`src/rtl/pitch_search_ctrl.sv`:
```
// Pitch search sequencer: scans the correlation RAM for the peak lag, decides voicing,
// and converts the winning lag to pitch with a restoring divider. Shares the RAM port with a debug reader.
//
// state  | meaning
// IDLE   | waiting for frame_ready; debug reads are granted here
// READ0  | read lag 0, initialise peak tracker
// SCAN   | issue lags LAG_MIN..LAG_MAX, compare data of previous lag
// DRAIN  | compare LAG_MAX data, decide voicing
// DIVIDE | one quotient bit per cycle, FS_DIV / peak lag
// DONE   | pitch/voiced valid, pitch_valid pulse
module pitch_search_ctrl #(
  parameter int LAG_MIN     = 47,
  parameter int LAG_MAX     = 141,
  parameter int FS_DIV      = 12000,
  parameter int VOICE_SHIFT = 2
) (
  input  logic               clk,
  input  logic               rst,
  input  logic               frame_ready,
  output logic [9:0]         corr_addr,
  output logic               corr_rd,
  input  logic signed [71:0] corr_rdata,
  input  logic               dbg_req,
  input  logic [9:0]         dbg_addr,
  output logic               dbg_gnt,
  output logic               dbg_rvalid,
  output logic               busy,
  output logic [13:0]        pitch,
  output logic               voiced,
  output logic               pitch_valid,
  output logic               overrun
);

  typedef enum logic [2:0] {IDLE, READ0, SCAN, DRAIN, DIVIDE, DONE} state_t;

  localparam logic [9:0]         LMIN     = 10'(LAG_MIN);
  localparam logic [9:0]         LMAX     = 10'(LAG_MAX);
  localparam logic [13:0]        DIVIDEND = 14'(FS_DIV);
  localparam logic signed [71:0] MOST_NEG = {1'b1, 71'd0};
  localparam int                 XW       = 72 + VOICE_SHIFT;

  state_t             state;
  logic [9:0]         scan_lag;
  logic signed [71:0] peak;
  logic signed [71:0] r0;
  logic [9:0]         peak_lag;
  logic [13:0]        quo;
  logic [10:0]        rem;
  logic [3:0]         div_cnt;

  logic               take;
  logic [9:0]         data_lag;
  logic signed [71:0] peak_n;
  logic [9:0]         lag_n;
  logic signed [XW-1:0] peak_ext;
  logic signed [XW-1:0] r0_ext;
  logic               voiced_n;
  logic [10:0]        rem_sh;
  logic               sub_ok;
  logic [10:0]        rem_nx;
  logic [13:0]        quo_nx;

  // Data on corr_rdata belongs to the lag issued one cycle earlier.
  assign data_lag = scan_lag - 10'd1;
  assign take     = ((state == SCAN && scan_lag != LMIN) || state == DRAIN) && (corr_rdata > peak);
  assign peak_n   = take ? corr_rdata : peak;
  assign lag_n    = take ? data_lag : peak_lag;

  assign peak_ext = {{VOICE_SHIFT{peak_n[71]}}, peak_n};
  assign r0_ext   = {{VOICE_SHIFT{r0[71]}}, r0};
  assign voiced_n = (peak_n > 0) && ((peak_ext <<< VOICE_SHIFT) >= r0_ext);

  assign rem_sh = {rem[9:0], quo[13]};
  assign sub_ok = rem_sh >= {1'b0, peak_lag};
  assign rem_nx = sub_ok ? (rem_sh - {1'b0, peak_lag}) : rem_sh;
  assign quo_nx = {quo[12:0], sub_ok};

  assign busy = (state != IDLE);

  always_comb begin
    corr_addr = 10'd0;
    corr_rd   = 1'b0;
    dbg_gnt   = 1'b0;
    case (state)
      IDLE: begin
        if (!frame_ready && dbg_req) begin
          corr_addr = dbg_addr;
          corr_rd   = 1'b1;
          dbg_gnt   = 1'b1;
        end
      end
      READ0: corr_rd = 1'b1;
      SCAN: begin
        corr_addr = scan_lag;
        corr_rd   = 1'b1;
      end
      default: ;
    endcase
  end

  always_ff @(posedge clk or posedge rst) begin
    if (rst) begin
      state       <= IDLE;
      scan_lag    <= 10'd0;
      peak        <= MOST_NEG;
      r0          <= 72'sd0;
      peak_lag    <= 10'd0;
      quo         <= 14'd0;
      rem         <= 11'd0;
      div_cnt     <= 4'd0;
      pitch       <= 14'd0;
      voiced      <= 1'b0;
      pitch_valid <= 1'b0;
      overrun     <= 1'b0;
      dbg_rvalid  <= 1'b0;
    end else begin
      dbg_rvalid <= dbg_gnt;
      if (frame_ready && state != IDLE) overrun <= 1'b1;
      case (state)
        IDLE: begin
          pitch_valid <= 1'b0;
          if (frame_ready) state <= READ0;
        end
        READ0: begin
          peak     <= MOST_NEG;
          peak_lag <= LMIN;
          scan_lag <= LMIN;
          state    <= SCAN;
        end
        SCAN: begin
          if (scan_lag == LMIN) r0 <= corr_rdata;
          peak     <= peak_n;
          peak_lag <= lag_n;
          scan_lag <= scan_lag + 10'd1;
          if (scan_lag == LMAX) state <= DRAIN;
        end
        DRAIN: begin
          peak     <= peak_n;
          peak_lag <= lag_n;
          if (voiced_n) begin
            rem     <= 11'd0;
            quo     <= DIVIDEND;
            div_cnt <= 4'd13;
            state   <= DIVIDE;
          end else begin
            pitch       <= 14'd0;
            voiced      <= 1'b0;
            pitch_valid <= 1'b1;
            state       <= DONE;
          end
        end
        DIVIDE: begin
          rem     <= rem_nx;
          quo     <= quo_nx;
          div_cnt <= div_cnt - 4'd1;
          if (div_cnt == 4'd0) begin
            pitch       <= quo_nx;
            voiced      <= 1'b1;
            pitch_valid <= 1'b1;
            state       <= DONE;
          end
        end
        DONE: begin
          pitch_valid <= 1'b0;
          state       <= IDLE;
        end
        default: state <= IDLE;
      endcase
    end
  end

endmodule
```
`config.mk`:
```
export PLATFORM = sky130hd
export DESIGN_NAME = pitch_search_ctrl
export DESIGN_NICKNAME = d
export VERILOG_FILES = /design/src/rtl/pitch_search_ctrl.sv
export SDC_FILE = /design/constraint.sdc
export NUM_CORES = 1
export LEC_CHECK = 0
export CELL_PAD_IN_SITES_DETAIL_PLACEMENT = 1
export CELL_PAD_IN_SITES_GLOBAL_PLACEMENT = 1
export CORE_MARGIN = 2
export CORE_UTILIZATION = 45
export DETAILED_ROUTE_END_ITERATION = 6
export PLACE_DENSITY_LB_ADDON = 0.1
export SETUP_SLACK_MARGIN = 0.4
export SYNTH_ARGS = -nofsm -noshare
export SYNTH_HDL_FRONTEND = slang
export SYNTH_SLANG_ARGS = --single-unit
```
`constraint.sdc`:
```
create_clock -name clk -period 9.2 [get_ports clk]
set_clock_uncertainty 0.1 [all_clocks]
set_input_delay 1.84 -clock clk [delete_from_list [all_inputs] [get_ports clk]]
set_output_delay 1.84 -clock clk [all_outputs]
set_load 0.05 [all_outputs]
```
Word level (Yosys, flattened, before mapping)
Cells that the tools add are included.
{"block": "totals", "reg_bits": 213, "input_bits": 86, "output_inout_bits": 31, "elab_cells": 88}
{"block": "op_classes", "add_sub_neg": 4, "order_cmp": 4, "eq_ne": 14, "mux": 30, "n_reduce_logical": 23}
{"op": "$pmux W72 S2", "count": 1}
{"op": "$pmux W10 S2", "count": 4}
{"op": "$ge A74 B72 Y1", "count": 1}
{"op": "$gt A72 B1 Y1 const B", "count": 1}
{"op": "$gt A72 B72 Y1", "count": 1}
{"op": "$mux W72", "count": 1}
{"op": "$pmux W14 S2", "count": 2}
{"op": "$mux W14", "count": 3}
{"op": "$mux W10", "count": 4}
{"op": "$pmux W3 S5", "count": 1}
{"op": "$ge A11 B10 Y1", "count": 1}
{"op": "$add A10 B1 Y10 const B", "count": 1}
{"op": "$eq A10 B6 Y1 const B", "count": 1}
{"op": "$eq A10 B8 Y1 const B", "count": 1}
{"op": "$ne A10 B6 Y1 const B", "count": 1}
{"op": "$sub A10 B1 Y10 const B", "count": 1}
{"op": "$sub A10 B10 Y10", "count": 1}
{"op": "$mux W3", "count": 3}
{"op": "$reduce_and A3 Y1", "count": 3}
{"op": "$ne A2 B2 Y1 const B", "count": 4}
{"op": "$pmux W4 S2", "count": 1}
{"op": "$eq A3 B2 Y1 const B", "count": 2}
{"op": "$eq A3 B3 Y1 const B", "count": 2}
{"op": "$mux W1", "count": 6}
{"op": "other kinds (15)", "count": 28}

Logic depth before layout (Yosys ltp)
{"block": "logic_depth", "ltp_word": 9, "depth_mapped": 25, "mapped_depth_nobuf": 21}

Least setup slack after synthesis
Ideal clock, no wire load.
{"block": "synth_timing", "path_type": "input to register", "start": "in corr_rdata[71]", "end": "reg pitch[4]", "setup_ns": 0.146, "t_arrival_ns": 6.111, "t_required_ns": 8.954, "slack_ns": 2.843, "stages": 24, "path_buffers": 4, "cell_sequence": "ha_1 -> nand4_1 -> nor4_4 -> nand4_2 -> o31ai_4 -> nor2_1 -> and3_4 -> or2_1 -> buf_2 -> buf_6 -> buf_4 -> nand2_1 -> o21ai_0 -> ha_1 -> a21o_1 -> a21o_1 -> a21o_1 -> a21o_1 -> a221o_1 -> o2111ai_1 -> nand2_1 -> o211ai_2 -> buf_2 -> o221ai_1"}
{"block": "synth_via", "elab_chain_cells": 7, "elab_cells_between_ends": 8, "cone_classes": "order compare: 3; eq/ne: 1; mux: 1; reduce/logical: 3"}
{"element": "start: declaration", "line_no": "22", "source": "input logic signed [71:0] corr_rdata,"}
{"element": "$gt A72 B72 Y1", "line_no": "65", "source": "assign take = ((state == SCAN && scan_lag != LMIN) || state == DRAIN) && (corr_rdata > peak);"}
{"element": "$logic_and A1 B1 Y1", "line_no": "65"}
{"element": "$mux W72 (*)", "line_no": "66", "source": "assign peak_n = take ? corr_rdata : peak;"}
{"element": "$ge A74 B72 Y1 or $gt A72 B1 Y1 (tied branches)", "line_no": "71", "source": "assign voiced_n = (peak_n > 0) && ((peak_ext <<< VOICE_SHIFT) >= r0_ext);"}
{"element": "$logic_and A1 B1 Y1 (*)", "line_no": "71"}
{"element": "$ne A2 B2 Y1 (no source line) (*)"}
{"element": "$reduce_and A3 Y1 (no source line) (*)"}
{"element": "end signal: assignment", "line_no": "157", "source": "pitch <= quo_nx;"}
{"element": "end: declaration", "line_no": "28", "source": "output logic [13:0] pitch,"}
Mark *: on every way between the ends. The rest lies on a longest branch, timed or not.
A chain may end at the register's enable or synchronous reset.

Final worst setup path
{"block": "layout_timing", "start": "in corr_rdata[54]", "end": "reg quo[12]"}
{"block": "layout_via", "elab_chain_cells": 7, "elab_cells_between_ends": 8, "cone_classes": "order compare: 3; eq/ne: 1; mux: 1; reduce/logical: 3"}
{"element": "$gt A72 B72 Y1", "line_no": "65"}
{"element": "$logic_and A1 B1 Y1", "line_no": "65"}
{"element": "$mux W72 (*)", "line_no": "66"}
{"element": "$ge A74 B72 Y1 or $gt A72 B1 Y1 (tied branches)", "line_no": "71"}
{"element": "$logic_and A1 B1 Y1 (*)", "line_no": "71"}
{"element": "$ne A2 B2 Y1 (no source line) (*)"}
{"element": "$reduce_and A2 Y1 (no source line) (*)"}
{"element": "end signal: assignment", "line_no": "154", "source": "quo <= quo_nx;"}
{"element": "end: declaration", "line_no": "47", "source": "logic [13:0] quo;"}
Marked as above.

==> impl_results.md <==
* CTS Hold Bufs at 0
* Synth Register Bits at 213
* Vias in the first global route at 12,200
* Final nets at 1,888
* Final worst path period share at 88.8%
* Fin cells at 2,054
* Clock latency on the worst-skew pair at 550 ps
* Worst Path Class, Setup: in2reg
* Number of I/O pins at 117
* Largest net degree at the start of global routing at 93
* Number of port buffers at 116
* CTS tree: yes
* WP data arrival at 8530 ps
* Vias per cell at 5.65
* Critical Path Start Type: primary input
* Worst Hold Launch: overrun
* Number of flops mapped to enable cells by yosys at 0
* Critical path, cell by cell: clkdlybuf4s50_1 > ha_1 > nand4_1 > nor4_2 > nand4_2 > a21oi_1 > a211oi_1 > a211oi_2 > or2_4 > buf_12 > nand2_1 > o21ai_0 > ha_1 > a211oi_1 > o21ai_0 > a21oi_1 > o22ai_1 > a221o_1 > o2111ai_1 > nand2_1 > o211ai_2 > buf_4 > a21boi_0
* Crit end category: flop
* Sum of negative setup slack at 0 ps
* Postcts setup bufs at 0
* First-pass GRT wire length at 66,000 µm
* DR iter-0 viols at 658
* Fin. Hold Viols at 0
* Minimum clock period at 8170 ps
* Hold EP: overrun
* RSZ-0062 raised after global routing: false
* Status: complete, no violations
* Wire length per cell at 19.7 µm
* Pre-CTS WS at 509 ps
* Reg-to-reg startpoint: peak[71]
* Area grow syn2layout at 17.4%
* Die H at 179 µm
* Slowest CP cell: or2_4
* Hold crit path type: reg2reg
* Syn Nets at 1,791
* Cell Pwr Density at 286 nW/µm²
* Wirelength, routed at 40,500 µm
* Max clock buf depth at 3
* Worst r2r path cells at 23
* Async SR Flop Fraction at 100%
* Final worst slack at 1030 ps
* N_diodes at 0
* Final Slew Violations at 0
* Num rows at 63
* Gr usage total at 26.2%
* Crit path from: corr_rdata[54]
* Leak pwr at 7.98 nW
* Worst-margin pin slew at 1130 ps
* Max-cap violations at 0
* WP data required at 9560 ps
* Finished Cell Area at 16,100 µm²
* Max_slew headroom at 24.5%
* Initial antenna violation count at 0
* CTS Root Cell: clkbuf_16
* Die Wd at 179 µm
* Max VDD drop at 0.205 mV
* CTS Sinks at 213
* Sequential-to-total area share from yosys stat at 38.9%
* F_max at 122 MHz
* Clock buffer count from CTS at 27
* CP top delay family: compound AO/OA/AOI/OAI gates
* Critical path fanouts, max at 72
* Reg2reg setup slack at 2440 ps
* Synth warn at 0
* Syn Inst Count at 1,546
* Core area at 29,800 µm²
* Mapped Avg Cell Area at 8.87 µm²
* Vias at 11,600
* Hold Path Cell Cnt at 1
* Worst-path clk slew at 60 ps
* Mapped Area at 13,700 µm²
* First-pass iteration count of the detailed router at 5
* Remaining global-route overflow at 0
* Distinct cells, synth at 73
* Routability cong. at 0.875
* Placed Cells at 2,004
* Post-CTS sizing at 0
* Starting Density at 46.0%
* # setup viols final at 0
* Number of remaining DRC errors at 0
* Ratio of cells with drive above 1 in the final layout at 9.31%
* Htree depth at 1
* Crit path buf inv count at 3
* Post-DRT Antenna Nets at 0
* Detail Placement HPWL at 29,800 µm
* Reg2reg end: quo[12]
* Hold slack at 379 ps
* Placed Area at 15,100 µm²
* Top_reg_cell synth: dfrtp_1
* Die area at 31,900 µm²
* Critical Path Max Stage Delay at 660 ps
==> logic make-up (layout without fill, tap and decap cells) <==
group | count (synthesis) | in the layout | synth area share [%]
AOI/OAI and AO/OA | 308 | 308 | 14.2
xor gates and xnor gates | 14 | 14 | 0.895
adders and majority gates | 159 | 159 | 14.6
buffers and inverters | 242 | 360 | 7.41
DFF | 213 | 213 | 38.9
muxes | 76 | 76 | 6.22
and+or+nand+nor | 534 | 534 | 17.8
==> worst max-delay path by stage <==
stage | end | slack, ps | cells after the start
global route | quo[12] | 510 | 23
global placement | pitch[8] | 730 | 23
finish | quo[12] | 1030 | 23
CTS | quo[12] | 1060 | 23
floorplan | dbg_rvalid | 1440 | 1
detailed placement | rem[0] | 510 | 23
==> worst register-to-register path: cells and delay by family (launching register included) <==
kind	cells	cell delay (ps)
AO/OA/AOI/OAI	12	2590
adder cells (fa/ha/maj)	2	600
buffers and inverters	3	880
flip-flops	1	580
AND/OR/NAND/NOR	6	1910
==> Yosys cell counts (all sizes together), types with 2 or more instances <==
cell type  number  share of area (%)
inv           183                5.0
o21a            4               0.22
xor2            8               0.51
a21boi         11               0.60
a21oi          73                2.7
and4            2               0.13
nand2         329                9.0
nor2b           4               0.18
nor3           30                1.1
or2             4               0.18
nor3b           4               0.22
nand3          30                1.1
o21ai         115                4.2
buf            24                1.4
and2            3               0.14
nand2b          7               0.32
xnor2           6               0.38
nand4          36                1.7
and3            4               0.22
a31o            2               0.13
ha            158                 14
a221o           2               0.15
dfrtp         212                 39
a31oi           8               0.37
clkbuf         34               0.94
o31ai           6               0.53
a22oi           8               0.44
o211ai          6               0.37
mux2           73                6.0
nor4           46                2.3
a22o           13               0.85
o221ai         15               0.96
nor2           30               0.82
mux2i           3               0.22
o2111ai         3               0.19
o22a            2               0.13
o211a           6               0.44
a211oi          9               0.53
a21o           16               0.88
==> area by class of cell <==
type	instances	area, µm²
Inverter	184	698
Clock inverter	17	201
Tap cell	390	488
Fill cell	3500	13700
Multi-Input combinational cell	1091	7370
Timing Repair Buffer	126	1250
Clock buffer	33	748
Sequential cell	213	5330
==> state kept, by name (all words and copies together), names as in the netlist <==
register     flops
pitch_valid      1
pitch           14
dbg_rvalid       1
voiced           1
scan_lag        10
peak_lag        10
state            3
rem             10
overrun          1
r0              72
div_cnt          4
peak            72
quo             14
==> metrics by stage <==
stage / power, mW / util (%)
after floorplan: 2.87 / -
after global routing: 5.00 / 54.0
after CTS: 4.63 / 54.0
after detailed placement: 3.45 / 50.8
after global placement: 3.35 / 50.8
final: 4.61 / 54.0
==> cell usage in the layout (no fill, tap or decap), drive strengths merged, types with 10 or more instances in the layout <==
cell,count
o221ai,15
a22o,13
dfrtp,212
a21o,16
clkbuf,33
o21ai,115
inv,185
nor2,30
clkinv,10
a21boi,11
nor4,46
nand3,30
nand4,36
mux2,73
buf,10
a21oi,73
ha,158
nand2,329
clkdlybuf4s50,116
nor3,30
==> metal layers <==
layer | share of wire (%) | track usage [%] | vias to the layer above
met5 | 0 | 0 | -
met4 | 2.1 | 5.56 | 0
met3 | 4.2 | 3.20 | 55
met2 | 45 | 42.6 | 221
met1 | 49 | 37.6 | 5748
li1 | - | - | 5584
==> where the power goes <==
group / switching (mW) / internal, mW
Clock: 0.442 / 0.691
Sequential: 0.168 / 1.14
Combinational: 1.38 / 0.789
Total: 1.99 / 2.62
Note: power is estimated with default switching activity, not from simulation.
